[config.mk]
export PLATFORM = sky130hd
export DESIGN_NAME = letc_core_stage_buf
export DESIGN_NICKNAME = d
export VERILOG_FILES = /design/src/rtl/letc_core_stage_buf.sv
export SDC_FILE = /design/constraint.sdc
export NUM_CORES = 1
export LEC_CHECK = 0
export CORE_ASPECT_RATIO = 0.7
export CORE_MARGIN = 1.5
export CORE_UTILIZATION = 44
export DETAILED_ROUTE_END_ITERATION = 6
export PLACE_DENSITY = 0.76
export SLEW_MARGIN = 0
export SYNTH_ARGS = -nofsm -noshare
export SYNTH_HDL_FRONTEND = slang
export SYNTH_SLANG_ARGS = --single-unit
[constraint.sdc]
create_clock -name i_clk -period 1.48 [get_ports i_clk]
set_input_delay 0.296 -clock i_clk [delete_from_list [all_inputs] [get_ports i_clk]]
set_output_delay 0.296 -clock i_clk [all_outputs]
set_load 0.02 [all_outputs]
[src/rtl/letc_core_stage_buf.sv]
// rtl/letc_core_stage_buf.sv - valid/ready pipeline stage buffer with optional skid entry
module letc_core_stage_buf #(
  parameter int DATA_W  = 32,
  parameter bit SKID_EN = 1'b1
) (
  input  logic              i_clk,
  input  logic              i_rst_n,
  input  logic              i_flush,
  input  logic              i_up_valid,
  output logic              o_up_ready,
  input  logic [DATA_W-1:0] i_up_data,
  output logic              o_dn_valid,
  input  logic              i_dn_ready,
  output logic [DATA_W-1:0] o_dn_data,
  output logic [1:0]        o_count
);

  logic              r_main_valid;
  logic              r_skid_valid;
  logic [DATA_W-1:0] r_main_data;
  logic [DATA_W-1:0] r_skid_data;

  logic w_up_fire;
  logic w_dn_fire;
  logic w_main_from_skid;
  logic w_main_load;
  logic w_skid_load;

  // With a skid entry, ready is a pure register decode so no ready path crosses stages.
  generate
    if (SKID_EN) begin : g_skid
      assign o_up_ready = !r_skid_valid;
    end else begin : g_noskid
      assign o_up_ready = !r_main_valid | i_dn_ready;
    end
  endgenerate

  assign w_up_fire        = i_up_valid & o_up_ready;
  assign w_dn_fire        = r_main_valid & i_dn_ready;
  assign w_main_from_skid = w_dn_fire & r_skid_valid;
  assign w_main_load      = w_up_fire & (!r_main_valid | w_dn_fire) & !r_skid_valid;
  assign w_skid_load      = SKID_EN & w_up_fire & r_main_valid & !w_dn_fire;

  always_ff @(posedge i_clk or negedge i_rst_n) begin
    if (!i_rst_n) begin
      r_main_valid <= 1'b0;
      r_skid_valid <= 1'b0;
      r_main_data  <= '0;
      r_skid_data  <= '0;
    end else if (i_flush) begin
      r_main_valid <= 1'b0;
      r_skid_valid <= 1'b0;
    end else begin
      r_main_valid <= w_main_from_skid | w_main_load | (r_main_valid & !w_dn_fire);
      r_skid_valid <= w_skid_load | (r_skid_valid & !w_dn_fire);
      if (w_main_from_skid) begin
        r_main_data <= r_skid_data;
      end else if (w_main_load) begin
        r_main_data <= i_up_data;
      end
      if (w_skid_load) begin
        r_skid_data <= i_up_data;
      end
    end
  end

  assign o_dn_valid = r_main_valid;
  assign o_dn_data  = r_main_data;
  assign o_count    = {r_skid_valid, r_main_valid & !r_skid_valid};

endmodule

==> impl_results.md <==
- Period utilization: 1.10
- Element type at the critical path end: flip-flop
- Synth unique cells: 13
- GR met1 Demand/Resource: 0.258
- I/O Buffers: 72
- Post-Synth XOR/XNOR Area: 0
- Core Box Area: 6280 um^2
- Largest family of logic cells by synthesized area: multiplexers
- Final nets: 318
- Most common cell in the netlist: mux2_2
- Starting Density: 0.458
- Final setup violation count: 50
- RR Endpoint: o_dn_data[14]$_DFFE_PN0P_
- Number of flops mapped to enable cells by yosys: 0
- Die height: 70.6 um
- CTS max path bufs: 2
- Syn_area_per_cell: 15.7 um^2
- # rows: 24
- Final Skew: 0.00927 ns
- Post-DR wirelength/cell: 17.7 um
- Multi-input logic area: 1280 um^2
- I/O Pins: 73
- Worst hold path type: in -> reg
- Die area: 7030 um^2
- Placement Setup Slack: -0.467 ns
- Skew-Pair Late Insertion Delay: 0.34 ns
- Vias in the first global route: 1944
- CTS tree: built
- Clock sink count: 66
- Fill count: 454
- DIE WIDTH: 99.6 um
- Post-Syn Nets: 220
- Worst slew margin: 0.764
- Status: finished, violations left
- Clock transition at path regs: 0.06 ns
- Startpoint class of the critical path: flip-flop
- Static leakage: 1.96 nW
- Most used DFF post-synth: dfrtp_1
- Post-route ant nets: 0
- Area growth, synth to finish: 48.4%
- Peak supply drop: 0.000725 V
- Worst-path fanout max: 5
- Final core utilization: 0.679
- H-tree levels: 3
- Total wire length: 6.43 mm
- Initial antenna violation count: 0
- Synth Instances: 183
- First-pass GRT wire length: 9.91 mm
- Largest net degree at the start of global routing: 67
- Layer with the highest usage: met2
- Register area: 1650 um^2
- Clock power frac: 0.281
- Tmin final: 1.62 ns
- Diodes inserted: 0
- Met3 GRT Util: 0.0682
- FFs w/ async S/R, synth: 1.00
- Cell internal pwr: 4.05 mW
- TritonCTS buffer count: 9
- Mux share of post-synthesis cell area: 0.380
- End point of the critical path: o_dn_data[14]$_DFFE_PN0P_
- Crit path from: r_skid_valid$_DFF_PN0_
- Synth top cells by count: 96 x mux2_2, 66 x dfrtp_1, 6 x buf_2
- DRT Pass-1 Iters: 4
- RSZ-0062 raised after global routing: true
- Max-Cap Viols: 0
- Synth Area in Simple Gates: 0.0183
- Net Sw Power: 1.53 mW
- Synth Register Bits: 66
- Share of layout cells above drive strength 1: 0.517
- Congestion Overflow GR: 0
- Pwr dens: 1310 nW/um^2
- Seq/Total Area, Yosys: 0.575
- Vias: 1803
- Sw Share: 0.274
- Design Power: 5.59 mW
- Detailed-placement wirelength estimate: 3.73 mm
- FF-to-FF setup slack: -0.14 ns
- Slew @ Worst Pin: 0.354 ns
- Post-Synth Adder-Cell Area: 0
- Crit path cell chain: mux2i_2 -> nor3_4 -> buf_6 -> buf_12 -> mux2_4
- Max incr delay on CP: 0.46 ns
- Kind of critical path: reg -> reg
- Worst Setup Slack, final: -0.144 ns
- Arr. time, crit path: 1.84 ns
- Post-Syn Area: 2870 um^2
- Reg2reg start: r_skid_valid$_DFF_PN0_
- Fin. Hold Viols: 0
- Final Wtd Congestion: 0.730
- Ranking of synthesized cells by area: dfrtp_1 58%, mux2_2 38%, buf_2 1.0%, buf_4 1.0%, nor3_4 0.57%
- Final Slew Violations: 0
- Met2 Track Usage GR: 0.286
- Tot GR Track Use: 0.188
- Post-synth top area share: 0.575
- DRC viols: 0
- Failing checks: setup timing
- Flop pwr share: 0.454
- DR iter-0 viols: 38
- Slowest CP cell: dfrtp_2
- Root Driver: clkbuf_8
- Synth warn: 0
- Combinational power share: 0.264
- Fmax: 616 MHz
- R2R cell count: 5
- Largest area contributor in the netlist: dfrtp_1
- Worst EP required: 1.70 ns
- Synth Area in Compound Gates: 0.00436
- Vias per cell: 4.95
## cell type report
type	count	area share
multi-input combinational	106	0.301
inverter	1	0.000881
timing repair buffer	97	0.238
sequential	66	0.388
clock buffer	14	0.0405
clock inverter	2	0.00822
tap	78	0.0229
## kinds of logic after synthesis
kind of cell,Yosys count
buffers and inverters,11
multiplexers,97
flip-flops,66
AND/OR/NAND/NOR,7
AO/OA/AOI/OAI,2
## layer usage
layer	vias to the layer above	wire [um]
li1	852	-
met1	900	3120
met2	47	2950
met3	4	315
met4	0	40
met5	-	0
## layout by cell type, fill, tap and decap left out, types with 4 or more instances in the layout
cell type / netlist / final
buf_4: 4 / 9
buf_2: 6 / 4
buf_6: 0 / 6
mux2_2: 96 / 69
clkdlybuf4s50_1: 0 / 34
dfrtp_1: 66 / 64
dlygate4sd2_1: 0 / 33
buf_12: 0 / 7
clkbuf_8: 0 / 12
mux2_4: 0 / 27
## how the worst min path moves through the flow
stage                    start  slack [ns]                         to  cells after the start
floorplan              i_rst_n      0.0004   o_dn_data[0]$_DFFE_PN0P_                      0
detailed placement     i_rst_n        0.34  o_dn_data[29]$_DFFE_PN0P_                      2
CTS                 i_dn_ready        0.38     r_skid_valid$_DFF_PN0_                      2
global placement       i_rst_n        0.34  o_dn_data[30]$_DFFE_PN0P_                      2
global route        i_dn_ready        0.44     r_skid_valid$_DFF_PN0_                      2
finish              i_dn_ready        0.43     r_skid_valid$_DFF_PN0_                      2
## stage by stage
step / area, um^2 / setup TNS [ns] / instances / hold WS, ns
final: 4260 / -3.71 / 364 / 0.433
after global routing: 4260 / -6.84 / 364 / 0.444
after global placement: 3820 / -23.37 / 339 / 0.341
after floorplan: 2890 / -1.03 / 183 / 0.000409
after CTS: 4120 / -3.78 / 362 / 0.381
after detailed placement: 3820 / -26.68 / 339 / 0.338
## power by group through the flow
stage               Sequential [mW]  Combinational (mW)  Clock [mW]
finish                         2.54                1.48        1.57
global route                   2.60                1.57        1.69
CTS                            2.52                1.39        1.59
detailed placement             2.56                1.48           0
global placement               2.54                1.44           0
floorplan                      2.75               0.552           0
## critical path, delay by kind of cell, from the launching register on
| family | cells | cell delay, ns |
|---|---|---|
| AND/OR/NAND/NOR | 1 | 0.27 |
| buffers and inverters | 2 | 0.30 |
| flip-flops | 1 | 0.46 |
| multiplexers | 2 | 0.48 |
## repair_timing
action,CTS,global route
hold endpoints to repair,66,0
pin swaps,1,2
setup endpoints to repair,100,67
buffers inserted,3,2
resized for setup,55,39
hold buffers,1,0
cloned,3,1
## registers in the layout, indices dropped and copies added (netlist names)
signal / cells
o_dn_data: 32
o_dn_valid: 1
r_skid_data: 32
r_skid_valid: 1
Note: power is estimated with default switching activity, not from simulation.
